[src/rtl/athos_ip_perm_arb_if.sv]
// Bundle of requester-side and datapath-side signals of the permutation arbiter.
// The arbiter uses the slave view; the requesters/datapath side uses the master view.
interface athos_ip_perm_arb_if #(
    parameter int NUM_REQ = 2,
    parameter int OP_W    = 6
);
    localparam int SEL_W = (NUM_REQ > 1) ? $clog2(NUM_REQ) : 1;

    logic [NUM_REQ-1:0]      req_i;
    logic [NUM_REQ*OP_W-1:0] op_i;
    logic [NUM_REQ-1:0]      gnt_o;
    logic [NUM_REQ-1:0]      done_o;
    logic                    err_o;
    logic                    dp_start_o;
    logic [OP_W-1:0]         dp_operation_o;
    logic                    dp_ready_i;
    logic [SEL_W-1:0]        sel_o;
    logic                    busy_o;

    modport slave (
        input  req_i, op_i, dp_ready_i,
        output gnt_o, done_o, err_o, dp_start_o, dp_operation_o, sel_o, busy_o
    );

    modport master (
        output req_i, op_i, dp_ready_i,
        input  gnt_o, done_o, err_o, dp_start_o, dp_operation_o, sel_o, busy_o
    );
endinterface

[src/rtl/athos_ip_perm_arb.sv]
// Round-robin arbiter/sequencer sharing one Keccak permutation datapath between
// several requesters, with a RUN-phase watchdog that aborts a stuck operation.
module athos_ip_perm_arb #(
    parameter int NUM_REQ     = 2,
    parameter int OP_W        = 6,
    parameter int TIMEOUT_CYC = 1024
) (
    input  logic               clk,
    input  logic               rst_n,
    athos_ip_perm_arb_if.slave bus
);
    localparam int SEL_W = (NUM_REQ > 1) ? $clog2(NUM_REQ) : 1;
    localparam int CNT_W = (TIMEOUT_CYC > 1) ? $clog2(TIMEOUT_CYC) : 1;

    typedef enum logic [1:0] {
        ST_IDLE,
        ST_GRANT,
        ST_RUN,
        ST_DONE
    } state_t;

    state_t            state_q, state_d;
    logic [SEL_W-1:0]  rr_ptr_q, rr_ptr_d;
    logic [SEL_W-1:0]  owner_q, owner_d;
    logic [OP_W-1:0]   op_q, op_d;
    logic [CNT_W-1:0]  cnt_q, cnt_d;
    logic              err_q, err_d;

    logic [NUM_REQ-1:0] req_rot;
    logic [NUM_REQ-1:0] rot_first_oh;
    logic [SEL_W-1:0]   rot_off;
    logic [SEL_W:0]     pick_sum;
    logic [SEL_W-1:0]   pick_idx;
    logic [SEL_W-1:0]   rr_next;
    logic [NUM_REQ-1:0] owner_oh;
    logic [OP_W-1:0]    op_arr [NUM_REQ];

    // Rotate requests so bit 0 is the requester at rr_ptr; the lowest set bit
    // of the rotated vector is then the round-robin winner.
    assign req_rot      = NUM_REQ'({bus.req_i, bus.req_i} >> rr_ptr_q);
    assign rot_first_oh = req_rot & (~req_rot + NUM_REQ'(1));

    for (genvar gi = 0; gi < SEL_W; gi++) begin : g_enc
        logic [NUM_REQ-1:0] bit_mask;
        for (genvar gj = 0; gj < NUM_REQ; gj++) begin : g_mask
            assign bit_mask[gj] = 1'(gj >> gi);
        end
        assign rot_off[gi] = |(rot_first_oh & bit_mask);
    end

    assign pick_sum = {1'b0, rr_ptr_q} + {1'b0, rot_off};
    assign pick_idx = (pick_sum >= (SEL_W+1)'(NUM_REQ))
                    ? SEL_W'(pick_sum - (SEL_W+1)'(NUM_REQ))
                    : pick_sum[SEL_W-1:0];

    assign rr_next = (owner_q == SEL_W'(NUM_REQ - 1)) ? '0 : owner_q + SEL_W'(1);

    for (genvar gi = 0; gi < NUM_REQ; gi++) begin : g_req
        assign op_arr[gi]   = bus.op_i[gi*OP_W +: OP_W];
        assign owner_oh[gi] = (owner_q == SEL_W'(gi));
    end

    always_ff @(posedge clk) begin
        if (!rst_n) begin
            state_q  <= ST_IDLE;
            rr_ptr_q <= '0;
            owner_q  <= '0;
            op_q     <= '0;
            cnt_q    <= '0;
            err_q    <= 1'b0;
        end else begin
            state_q  <= state_d;
            rr_ptr_q <= rr_ptr_d;
            owner_q  <= owner_d;
            op_q     <= op_d;
            cnt_q    <= cnt_d;
            err_q    <= err_d;
        end
    end

    always_comb begin
        state_d  = state_q;
        rr_ptr_d = rr_ptr_q;
        owner_d  = owner_q;
        op_d     = op_q;
        cnt_d    = cnt_q;
        err_d    = err_q;
        unique case (state_q)
            ST_IDLE: begin
                if (|bus.req_i) begin
                    owner_d = pick_idx;
                    op_d    = op_arr[pick_idx];
                    state_d = ST_GRANT;
                end
            end
            ST_GRANT: begin
                cnt_d   = '0;
                state_d = ST_RUN;
            end
            ST_RUN: begin
                cnt_d = cnt_q + CNT_W'(1);
                // Ready wins over a timeout landing in the same cycle.
                if (bus.dp_ready_i) begin
                    state_d = ST_DONE;
                end else if ((TIMEOUT_CYC != 0) && (cnt_q == CNT_W'(TIMEOUT_CYC - 1))) begin
                    state_d = ST_DONE;
                    err_d   = 1'b1;
                end
            end
            ST_DONE: begin
                rr_ptr_d = rr_next;
                err_d    = 1'b0;
                state_d  = ST_IDLE;
            end
            default: state_d = ST_IDLE;
        endcase
    end

    assign bus.gnt_o          = (state_q != ST_IDLE) ? owner_oh : '0;
    assign bus.done_o         = (state_q == ST_DONE) ? owner_oh : '0;
    assign bus.err_o          = (state_q == ST_DONE) && err_q;
    assign bus.dp_start_o     = (state_q == ST_GRANT);
    assign bus.dp_operation_o = op_q;
    assign bus.sel_o          = owner_q;
    assign bus.busy_o         = (state_q != ST_IDLE);
endmodule

[src/flat_wrapper.sv]
// flat-port wrapper written by rule: the top's interface ports become plain ports
module athos_ip_perm_arb_flat 
#(
    parameter int NUM_REQ     = 2,
    parameter int OP_W        = 6,
    parameter int TIMEOUT_CYC = 1024
)
  (clk, rst_n, bus_req_i, bus_op_i, bus_dp_ready_i, bus_gnt_o, bus_done_o, bus_err_o, bus_dp_start_o, bus_dp_operation_o, bus_sel_o, bus_busy_o);
  athos_ip_perm_arb_if #(.NUM_REQ(NUM_REQ), .OP_W(OP_W)) bus_i ();
  input  logic clk;
  input  logic rst_n;
  input wire logic [$bits(bus_i.req_i)-1:0] bus_req_i;
  input wire logic [$bits(bus_i.op_i)-1:0] bus_op_i;
  input wire logic [$bits(bus_i.dp_ready_i)-1:0] bus_dp_ready_i;
  output wire logic [$bits(bus_i.gnt_o)-1:0] bus_gnt_o;
  output wire logic [$bits(bus_i.done_o)-1:0] bus_done_o;
  output wire logic [$bits(bus_i.err_o)-1:0] bus_err_o;
  output wire logic [$bits(bus_i.dp_start_o)-1:0] bus_dp_start_o;
  output wire logic [$bits(bus_i.dp_operation_o)-1:0] bus_dp_operation_o;
  output wire logic [$bits(bus_i.sel_o)-1:0] bus_sel_o;
  output wire logic [$bits(bus_i.busy_o)-1:0] bus_busy_o;
  assign bus_i.req_i = bus_req_i;
  assign bus_i.op_i = bus_op_i;
  assign bus_i.dp_ready_i = bus_dp_ready_i;
  assign bus_gnt_o = bus_i.gnt_o;
  assign bus_done_o = bus_i.done_o;
  assign bus_err_o = bus_i.err_o;
  assign bus_dp_start_o = bus_i.dp_start_o;
  assign bus_dp_operation_o = bus_i.dp_operation_o;
  assign bus_sel_o = bus_i.sel_o;
  assign bus_busy_o = bus_i.busy_o;
  athos_ip_perm_arb #(.NUM_REQ(NUM_REQ), .OP_W(OP_W), .TIMEOUT_CYC(TIMEOUT_CYC)) u_core (.clk(clk), .rst_n(rst_n), .bus(bus_i));
endmodule
[config.mk]
export PLATFORM = sky130hd
export DESIGN_NAME = athos_ip_perm_arb_flat
export DESIGN_NICKNAME = d
export VERILOG_FILES = /design/src/rtl/athos_ip_perm_arb_if.sv /design/src/rtl/athos_ip_perm_arb.sv /design/src/flat_wrapper.sv
export SDC_FILE = /design/constraint.sdc
export NUM_CORES = 1
export LEC_CHECK = 0
export ABC_AREA = 1
export BUFFER_PORTS_ARGS = -buffer_cell sky130_fd_sc_hd__buf_2
export CAP_MARGIN = 10
export CORE_UTILIZATION = 40
export CTS_CLUSTER_DIAMETER = 120
export DETAILED_ROUTE_END_ITERATION = 12
export HOLD_SLACK_MARGIN = 0.15
export SYNTH_ARGS = -nofsm -noshare
export SYNTH_HDL_FRONTEND = slang
export SYNTH_SLANG_ARGS = --single-unit
[constraint.sdc]
create_clock -name clk -period 2.2 [get_ports clk]
set_input_delay 0.11 -clock clk [delete_from_list [all_inputs] [get_ports clk]]
set_output_delay 0.11 -clock clk [all_outputs]
set_load 0.02 [all_outputs]
Word-level counts from Yosys, hierarchy flattened
Index checks and enable logic that the tools add are counted.
- register bits after elaboration: 21
- bits in latches: 0
- RAM bits: 0
- ROM bits: 0
- output and inout port bits: 14
- word-level logic and storage cells: 50
- memories kept: 0
- add/subtract/negate cells: 5
- $mul: 0
- divide/modulo/power cells: 0
- magnitude comparators: 2
- equality and inequality tests: 8
- shift-type cells: 1
- mux-type cells: 15
- bitwise gates (word level): 4
- reduce and logical (&&, ||, !) cells: 9
- operators by type and width (operator ; count):
    10-bit one-hot mux with 2 select lines ; 1
    6-bit two-way mux ; 3
    10-bit by 1-bit adder with 10-bit output, second input constant ; 1
    10-bit == test, second input constant ; 1
    2-bit two-way mux ; 5
    2-bit one-hot mux with 4 select lines ; 1
    2-bit nonzero test ; 3
    2-bit == test, second input constant ; 2
    2-bit >= comparator, second input constant ; 2
    1-bit two-way mux ; 4
    2-bit by 1-bit != test with 1-bit output, second input constant ; 2
    2-bit AND reduction ; 2
    4-bit by 1-bit >> shifter with 2-bit output ; 1
    3-bit by 2-bit != test with 1-bit output, second input constant ; 1
    3-bit AND reduction ; 1
    1-bit by 1-bit adder with 2-bit output ; 1
    2-bit by 1-bit adder with 2-bit output, second input constant ; 1
    2-bit AND ; 1
    2-bit by 1-bit == test with 1-bit output, second input constant ; 1
    2-bit logical NOT ; 1
    2-bit != test, second input constant ; 1
    1-bit inverter with 2-bit output ; 1
    2-bit inverter ; 1
    1-bit one-hot mux with 2 select lines ; 1
    5 further kinds ; 5

Logic depth before layout (Yosys ltp)
- depth after elaboration: 11
- gate-level depth with buffers: 9

Least setup slack after synthesis
OpenSTA, ideal clock, no wires.
- path kind: register -> register
- from: reg u_core.state_q[1]
- to: reg u_core.cnt_q[8]
- data arrival time: 1.321 ns
- slack: 0.764 ns
- cell stages (with the launch flop): 8
- buffers on the path: 0
- clock period less this slack: 1.436 ns
- path through: dfxtp_1 > inv_1 > ha_1 > nand3_1 > nor2_1 > nand2_1 > xor2_1 > nor2_1
- longest elaborated chain between the ends: 2
- elaborated cells on any way between the ends: 4
- classes of those cells: eq/ne: 2; mux: 1; reduce/logical: 1
- RTL lines (item ; RTL line ; RTL):
    start, declared ; athos_ip_perm_arb.sv:22 ; state_t state_q, state_d;
    start signal, assigned ; athos_ip_perm_arb.sv:72 ; state_q <= state_d;
    2-bit == test / 2-bit by 1-bit == test with 1-bit output (equally long branches) ; athos_ip_perm_arb.sv:88 ; unique case (state_q)
    10-bit one-hot mux with 2 select lines / 2-bit nonzero test (equally long branches) ; - ;
    end signal, assigned ; athos_ip_perm_arb.sv:76 ; cnt_q <= cnt_d;
    end, declared ; athos_ip_perm_arb.sv:26 ; logic [CNT_W-1:0] cnt_q, cnt_d;
Several ways; a longest one is shown, not always the timed one.
A chain may end at the register's enable or synchronous reset.

Worst setup path in the final report
- from: reg u_core.state_q[0]
- to: reg u_core.op_q[1], in the netlist u_core.bus.dp_operation_o[1]
- longest elaborated chain between the ends: 2
- RTL lines (item ; RTL line ; RTL):
    2-bit logical NOT ; athos_ip_perm_arb.sv:88 ;
    2-bit AND reduction (no line) ; - ;
    end signal, assigned ; athos_ip_perm_arb.sv:75 ; op_q <= op_d;
    end, declared ; athos_ip_perm_arb.sv:25 ; logic [OP_W-1:0] op_q, op_d;
Every way passes these cells.

==> summary.txt <==
Relative slew margins: 75.3%
critical path depth: 8
Core Footprint: 2540 um^2
Crit-path slowest cell: dlygate4sd3_1
Critical path buffers and inverters: 4
crit path capture: u_core.bus.dp_operation_o[1]
Clock Sinks: 21
minimum clock period: 1990 ps
crit path kind: reg -> reg
CTS tree: done
cells along the critical path: inv_1 > ha_1 > inv_1 > a21oi_4 > nand3_1 > dlygate4sd3_1 > nand2_1 > inv_1
Die Span Y: 54.6 um
TritonCTS buffer count: 3
CP Capture Type: register
DP Worst Slack: 551 ps
final net count: 237
status: finished clean
crit start category: register
clock network power share: 13.7%
Hold Startpoint: bus_dp_ready_i
switching pwr: 0.651 mW
Synth Area per Inst: 6.62 um^2
Final Hold Viols: 0
leak pwr: 0.723 nW
sequential share of the synthesized area: 38.0%
Via-to-Cell Ratio: 4.55
clock buffer depth: 2
Worst Path Max Fanout: 14
storage element area: 420 um^2
grt total ovfl: 0
area of the multi-input gates: 579 um^2
Hold Crit Class: in -> reg
global-route wire length before repair: 3.72 mm
I/O Buffers: 30
Yosys Warn Count: 0
largest net degree at the start of global routing: 15
commonest non-fill, non-tap cells in the layout: nand2_1, buf_2, inv_1, nor2_1, dfxtp_1
wire length per cell: 10.3 um
Worst R2R End: u_core.bus.dp_operation_o[1]
DRC errors left: 0
commonest non-fill, non-tap cell in the layout: nand2_1
Reg power frac: 34.7%
peak supply drop: 0.872 mV
Skew-Pair Late Insertion Delay: 310 ps
Fmax: 0.504 GHz
Die ar.: 2980 um^2
fin worst setup slack: 215 ps
Routed Antenna Nets: 0
r2r startpoint: u_core.state_q[0]
area growth from synthesis to layout: 31.7%
DRT Wirelength: 2.51 mm
crit share post-route: 90.2%
max-cap violation count: 0
cell area power density: 1010 nW/um^2
clock-pin transition on the worst setup and hold timing paths: 130 ps
Gate power share: 51.7%
post-synth cell types: 20
DP HPWL: 1.77 mm
cell mode on critical path: inv_1
mapped cell area: 1110 um^2
row count: 18
Initial DRT Pass Iterations: 4
Synth Register Bits: 21
clock skew: 4.73 ps
DP Area: 1290 um^2
Critical Path Start: u_core.state_q[0]
Initial Util: 43.5%
number of global-route vias before repair: 908
gr usage total: 17.5%
Syn Nets: 190
GP Congestion: 0.795
CTS Root Cell: clkbuf_4
Final Max Tran Viols: 0
antenna cells: 0
CP max stage delay: 580 ps
cells after synthesis: 167
Internal Power: 0.820 mW
Arr. time, crit path: 2220 ps
Fin Hold WS: 198 ps
worst slew pin tran: 369 ps
Final Cell Area: 1460 um^2
vias: 1,105
setup violators final: 0
unrepaired setup endpoints after global routing: no
Crit path max-delay family: buffers and inverters
ratio of cells with drive above 1 in the final layout: 18.3%
# fillers: 256
initial antenna violation count: 0
DIE WIDTH: 54.6 um
Core Util, Final: 57.2%
path depth of the worst reg2reg path: 8
# H-tree levels: 1
Switching Share: 44.3%
worst path required time: 2430 ps
Sum Neg Setup Slack: 0 ps
Reg2Reg Setup Slack: 210 ps
IO Pins: 31
DRT iter0 DRCs: 21
-- routing by layer --
metal	up-vias	track usage, %	wire length [um]
met2	27	29.3	1170
met1	465	21.7	1220
li1	611	-	-
met4	0	8.12	15
met3	2	2.50	110
met5	-	0	0
-- power by group through the flow --
stage	combinational [mW]	sequential (mW)	clock [mW]
final	0.760	0.510	0.201
after global routing	0.848	0.522	0.226
after CTS	0.751	0.511	0.215
after detailed placement	0.685	0.520	0
after global placement	0.670	0.517	0
after floorplan	0.457	0.569	0
-- final cells by class --
type / count / area share [%]
Multi-Input combinational cell: 116 / 39.8
Sequential cell: 21 / 28.9
Timing Repair Buffer: 43 / 19.2
Inverter: 29 / 7.47
Tap cell: 30 / 2.58
Clock buffer: 3 / 1.55
Clock inverter: 1 / 0.515
-- logic make-up after synthesis --
group	synth area share, %
AO/OA/AOI/OAI	9.84
XOR/XNOR	0.792
adder cells (fa/ha/maj)	6.79
buffers and inverters	10.3
flip-flops	38.0
AND/OR/NAND/NOR	34.3
-- worst min-delay path by stage --
stage	to	slack [ps]	cells after the start
2_1_floorplan	u_core.state_q[1]	230	2
3_3_place_gp	u_core.state_q[1]	390	3
3_5_place_dp	u_core.state_q[1]	390	3
4_1_cts	u_core.state_q[1]	180	6
5_1_grt	u_core.state_q[1]	210	5
6_report	u_core.state_q[1]	200	5
-- registers in the layout, summed over array words and instances, names as in the netlist --
register	flops
u_core.rr_ptr_q	1
u_core.cnt_q	10
u_core.err_q	1
u_core.state_q	2
u_core.bus.sel_o	1
u_core.bus.dp_operation_o	6
-- Yosys cell counts --
cell	instances	area (um^2)
nand2_1	39	146
inv_1	29	109
nor2_1	28	105
dfxtp_1	21	420
nand3_1	17	85.1
a21oi_1	9	45.0
ha_1	6	75.1
o21ai_0	5	25.0
a21oi_2	2	17.5
a211oi_1	1	7.51
buf_2	1	5.00
nand3_2	1	10.0
nand3b_1	1	7.51
nand4_1	1	6.26
nor2_2	1	6.26
nor3_1	1	5.00
nor3b_1	1	7.51
o21ai_1	1	5.00
o21ai_2	1	8.76
xor2_1	1	8.76
-- timing repair --
item	4_1_cts	5_1_grt
buffers inserted	0	0
endpoints found under the hold margin	10	0
hold buffers	13	0
gates resized for setup	0	1
endpoints found under the setup margin	0	6
-- worst register-to-register path: stages, from the launching register on --
cell and delay, ps:
dfxtp_1 350, inv_1 120, ha_1 220, inv_1 90, a21oi_4 320, nand3_1 140, dlygate4sd3_1 580, nand2_1 60
inv_1 30
-- per-stage QoR --
stage | instances | power, mW
6_report | 243 | 1.47
5_1_grt | 243 | 1.60
4_1_cts | 243 | 1.48
3_5_place_dp | 226 | 1.20
3_3_place_gp | 226 | 1.19
2_1_floorplan | 167 | 1.03
(Power assumes the default switching activity.)
